$ cat config.mk
export PLATFORM = sky130hd
export DESIGN_NAME = sum_accum_n8
export DESIGN_NICKNAME = d
export VERILOG_FILES = /design/src/rtl/sum_accum_n8.sv
export SDC_FILE = /design/constraint.sdc
export NUM_CORES = 1
export LEC_CHECK = 0
export CAP_MARGIN = 10
export CORE_UTILIZATION = 30
export DETAILED_ROUTE_END_ITERATION = 10
export GPL_ROUTABILITY_DRIVEN = 1
export HOLD_SLACK_MARGIN = 0.15
export SETUP_SLACK_MARGIN = 0.5
export SLEW_MARGIN = 30
export SYNTH_ARGS = -nofsm -noshare
export SYNTH_HDL_FRONTEND = slang
export SYNTH_SLANG_ARGS = --single-unit
$ cat constraint.sdc
create_clock -name clk -period 2.6 [get_ports clk]
set_input_delay 0.78 -clock clk [delete_from_list [all_inputs] [get_ports clk]]
set_output_delay 0.78 -clock clk [all_outputs]
set_load 0.01 [all_outputs]
$ cat src/rtl/sum_accum_n8.sv
// Folds CC consecutive N-bit words into one modulo-2^N sum with a sticky carry flag,
// then hands the result to the consumer over a valid/ready handshake.
module sum_accum_n8 #(
    parameter int N  = 8,
    parameter int CC = 4,
    localparam int CW = (CC > 1) ? $clog2(CC) : 1
) (
    input  logic          clk,
    input  logic          rst,
    input  logic [N-1:0]  in_data,
    input  logic          in_valid,
    output logic          in_ready,
    output logic [N-1:0]  o,
    output logic          ovf,
    output logic          out_valid,
    input  logic          out_ready,
    output logic [CW-1:0] cnt
);

    typedef enum logic {ACCUM, DONE} state_t;

    state_t        state, state_nxt;
    logic [N-1:0]  acc;
    logic          ovf_r;
    logic [CW-1:0] cnt_r;
    logic [N:0]    sum;
    logic          accept;
    logic          last;

    assign sum  = {1'b0, acc} + {1'b0, in_data};
    assign last = (cnt_r == CW'(CC - 1));

    always_ff @(posedge clk or posedge rst) begin
        if (rst) state <= ACCUM;
        else     state <= state_nxt;
    end

    // Handshake outputs come only from the state register, never from inputs.
    always_comb begin
        state_nxt = state;
        in_ready  = 1'b0;
        out_valid = 1'b0;
        accept    = 1'b0;
        case (state)
            ACCUM: begin
                in_ready = 1'b1;
                accept   = in_valid;
                if (in_valid && last) state_nxt = DONE;
            end
            DONE: begin
                out_valid = 1'b1;
                if (out_ready) state_nxt = ACCUM;
            end
            default: state_nxt = ACCUM;
        endcase
    end

    always_ff @(posedge clk or posedge rst) begin
        if (rst) begin
            acc   <= '0;
            ovf_r <= 1'b0;
            cnt_r <= '0;
        end else if (accept) begin
            // First word of a group replaces whatever the previous group left behind.
            if (cnt_r == '0) begin
                acc   <= in_data;
                ovf_r <= 1'b0;
            end else begin
                acc   <= sum[N-1:0];
                ovf_r <= ovf_r | sum[N];
            end
            cnt_r <= last ? '0 : cnt_r + 1'b1;
        end
    end

    assign o   = acc;
    assign ovf = ovf_r;
    assign cnt = cnt_r;

endmodule
### Word-level counts from Yosys, hierarchy flattened

Index checks and enable logic that the tools add are counted.

| word-level totals | value |
|---|---|
| flip-flop bits (word level) | 12 |
| output and inout bits | 13 |
| word-level logic and storage cells | 20 |

| operators by class | value |
|---|---|
| add/subtract/negate cells | 2 |
| equality and inequality tests | 1 |
| mux-type cells | 9 |
| bitwise gates (word level) | 2 |
| reduce and logical (&&, ||, !) cells | 2 |

Operators with widths:

| operator | number |
|---|---|
| adder 8 x 8 -> 9 bit | 1 |
| 2-to-1 mux 8 bit | 1 |
| 2-to-1 mux 1 bit | 6 |
| adder 2 x 1 -> 2 bit, second input constant | 1 |
| equality test 2 bit, second input constant | 1 |
| logical NOT 2 bit | 1 |
| 2-to-1 mux 2 bit | 1 |
| case mux 1 bit (2 select lines) | 1 |
| logical AND 1 bit | 1 |
| inverter 1 bit | 1 |
| bitwise OR 1 bit | 1 |

### Longest topological paths before layout

| depth | value |
|---|---|
| depth after elaboration | 4 |
| mapped depth | 8 |

### Worst setup path before layout

Ideal clock, no wire load.

| path | value |
|---|---|
| kind | in2reg |
| start point | in in_data[0] |
| end point | reg acc[6], in the netlist o[6] |
| library setup time | 0.069 ns |
| arrival time | 2.142 ns |
| path slack | 0.390 ns |
| stages | 8 |
| cells stage by stage | ha_1 -> inv_1 -> fa_1 -> nor2b_4 -> o31ai_2 -> a21oi_2 -> or4b_1 -> nand3_1 |

| on the way | value |
|---|---|
| word-level cells in the longest chain between the ends | 2 |

Ends and longest elaborated chain:

| what | RTL line | text |
|---|---|---|
| from (decl) | 10 | `input logic [N-1:0] in_data,` |
| adder 8 x 8 -> 9 bit | 30 | `assign sum = {1'b0, acc} + {1'b0, in_data};` |
| 2-to-1 mux 8 bit | 65 | `if (cnt_r == '0) begin` |
| to (signal assigned) | 66 | `acc <= in_data;` |
| to (signal assigned) | 69 | `acc <= sum[N-1:0];` |
| to (decl) | 23 | `logic [N-1:0] acc;` |

Every way passes these cells.
A chain may end at the register's enable or synchronous reset.

### Worst setup path in the final report

| path | value |
|---|---|
| start point | in in_data[2] |
| end point | reg acc[6], in the netlist o[6] |

Same word-level chain as after synthesis.

==> impl_metrics.csv <==
group,metric,value,unit
run_status,status,"finished, final reports clean",
clocking,cts_buffers,3,
die,fp.dieH,56.1,um
placement,place_area,0.00120,mm^2
finish,design_area,0.00139,mm^2
timing,setup_viol,0,
worst_setup_path,cp-end-kind,"register",
synthesis,synth_enable_flop_cells,0,
synthesis,yosysTopAreaCellShare,0.342,
clocking,hold_buffers,0,
clocking,path_clk_slew,80,ps
finish,drive_gt1_frac,0.288,
timing,min_period_over_period,0.799,
job,drv_cap,0,
synthesis,synth_area_leaders,"dfrtp_1 (34%), ha_1 (14%), nand2_1 (4.3%)",
clocking,cts_sinks,12,
die,fp.dieW,56.1,um
worst_setup_path,rrSetupSlack,710,ps
worst_hold_path,hp-start,"o[0]",
placement,place_ws,-56.4,ps
global_route,first_global_vias,783,
clocking,clock_latency,280,ps
die,rows,19,
worst_setup_path,path_class,"primary input to register",
placement,port-buffer-count,24,
placement,dp_hpwl,1440,um
finish,syn2layout_area_growth,58.4,%
global_route,grt_antenna_before_repair,0,
placement,globalplace.congestion,0.799,
finish,antenna_cells,0,
pwr,irDropWorstVdd,0.786,mV
timing,max_freq,481,MHz
die,start_util,0.319,
routing,dr.pass1.iters,4,
synthesis,yosys-top-cells-count,"dfrtp_1 (12), ha_1 (10), nand2_1 (10), nor2_1 (9), inv_1 (8)",
global_route,grt_usage,0.140,
worst_setup_path,r2r_end,"o[6]",
routing,vias_per_cell,4.87,
placement,dp.cells,157,
worst_setup_path,crit_required,2820,ps
timing,clock_skew,2.41,ps
pwr,power.density,1210,mW/mm^2
synthesis,yosysWarnings,0,
routing,drtIter0Drc,4,
die,ios,25,
synthesis,synthesis.nets,122,
synthesis,syn_avg_cell_area,8.87,um^2
timing,hold_violations,0,
timing,rsz0062_at_grt,"yes",
worst_setup_path,worstPathArrival,2300,ps
synthesis,synthFlopType,"dfrtp_1",
synthesis,yosysTopAreaCell,"dfrtp_1",
routing,routedWlPerCell,12.7,um
worst_hold_path,min_path_cells,2,
timing,maxSlewHeadroom,0.644,
global_route,overflow,0,
clocking,cts_tree,"built",
routing,route.detailed.drc,0,
clocking,htree_levels,1,
worst_setup_path,reg2reg_depth,8,
finish,final_nets,163,
synthesis,yosysMostFrequentCell,"dfrtp_1",
synthesis,syn_area,878,um^2
worst_setup_path,worstReg2RegStart,"o[1]",
die,core,0.00276,mm^2
worst_setup_path,worstSetupStartpointType,"primary input",
routing,dr_total_vias,828,
synthesis,synthCells,99,
synthesis,synth_cell_types,32,
clocking,clockRootBuffer,"clkbuf_4",
global_route,grt_first_pass_wirelength,3440,um
global_route,grt_max_degree,15,
die,dieArea,0.00315,mm^2
timing,slew_viol_final,0,
synthesis,async_flop_share,1.00,
worst_hold_path,hold_path_end,"o[0]",
pwr,leakage,0.606,nW
worst_hold_path,hp-class,"register to register",
routing,drtAntennaViolNets,0,
timing,worst_slew_pin_slew,534,ps
synthesis,ys_ff_latch,12,
synthesis,ys_seq_area_frac,0.342,
finish,final_cells,170,
routing,drt-total-wl,2160,um
timing,setup_ws,522,ps
timing,min_period,2080,ps
worst_setup_path,path_max_fanout,3,
clocking,cts_buffer_depth,2,
worst max-delay path: stages:
cell           delay [ps]
dlygate4sd2_1         270
ha_4                  230
nor2b_4               130
o31ai_4               190
a21oi_2               100
or4b_1                500
nand3_1               100
power by group:
group / internal [W] / total [W] / switching (W)
combinational: 0.000647 / 0.00117 / 0.000525
sequential: 0.000278 / 0.000360 / 0.0000821
clock: 0.0000853 / 0.000156 / 0.0000703
total: 0.00101 / 0.00169 / 0.000678
layout make-up:
class | instances | area, um^2
fill | 261 | 1370
multi-input combinational | 76 | 648
timing repair buffer | 39 | 338
sequential | 12 | 300
tap | 31 | 38.8
clock buffer | 4 | 36.3
inverter | 8 | 30.0
stage by stage:
stage / hold slack [ps] / TNS, ps / util / total power [W]
2_1_floorplan: 539 / 0 / - / 0.000945
3_3_place_gp: 495 / -75.6 / 0.436 / 0.00129
3_5_place_dp: 510 / -133 / 0.436 / 0.00131
4_1_cts: 529 / 0 / 0.478 / 0.00157
5_1_grt: 598 / 0 / 0.505 / 0.00184
6_report: 536 / 0 / 0.505 / 0.00169
worst max path at each step:
stage	from	endpoint	slack (ps)
3_3_place_gp	in_data[0]	o[6]	-40
3_5_place_dp	in_data[0]	o[6]	-60
5_1_grt	in_data[2]	o[6]	470
6_report	in_data[2]	o[6]	520
2_1_floorplan	in_data[0]	o[6]	430
4_1_cts	in_data[0]	o[6]	410
what timing repair did:
action	in CTS	in global routing
resized for setup	15	10
hold endpoints to repair	0	0
setup endpoints to repair	8	8
pin swaps	6	5
setup buffers	3	6
placed cells by master (no fill, tap or decap), drive strengths merged, types with 2 or more instances in the layout:
master | netlist | layout
o21ai | 8 | 8
nor2 | 9 | 9
clkbuf | 2 | 6
a21oi | 8 | 8
clkdlybuf4s50 | 0 | 18
dfrtp | 12 | 12
inv | 8 | 8
nand3 | 4 | 4
dlygate4sd2 | 0 | 4
a21o | 2 | 2
buf | 1 | 15
nor3 | 3 | 3
nand2 | 10 | 10
a2111oi | 2 | 2
ha | 10 | 10
a211oi | 2 | 2
mux2i | 3 | 3
layer usage:
layer | part of all wire | vias up | global-route usage
li1 | - | 430 | -
met1 | 0.44 | 372 | 0.177
met2 | 0.50 | 22 | 0.231
met3 | 0.046 | 4 | 0.0512
met4 | 0.014 | 0 | 0.0209
met5 | 0 | - | 0
logic make-up (layout without fill, tap and decap cells):
family | count (synthesis) | in the layout | share of synthesized area
compound gates | 27 | 27 | 0.195
xor+xnor | 2 | 2 | 0.0199
fa+ha+maj | 11 | 11 | 0.165
buf+inv | 11 | 51 | 0.0484
flops | 12 | 12 | 0.342
mux | 4 | 4 | 0.0470
simple gates | 32 | 32 | 0.182
state kept, by name, indices dropped and copies added, names as in the netlist:
signal,flops
o,8
cnt,2
state,1
ovf,1
No activity file was read; power rests on OpenSTA's default activity.
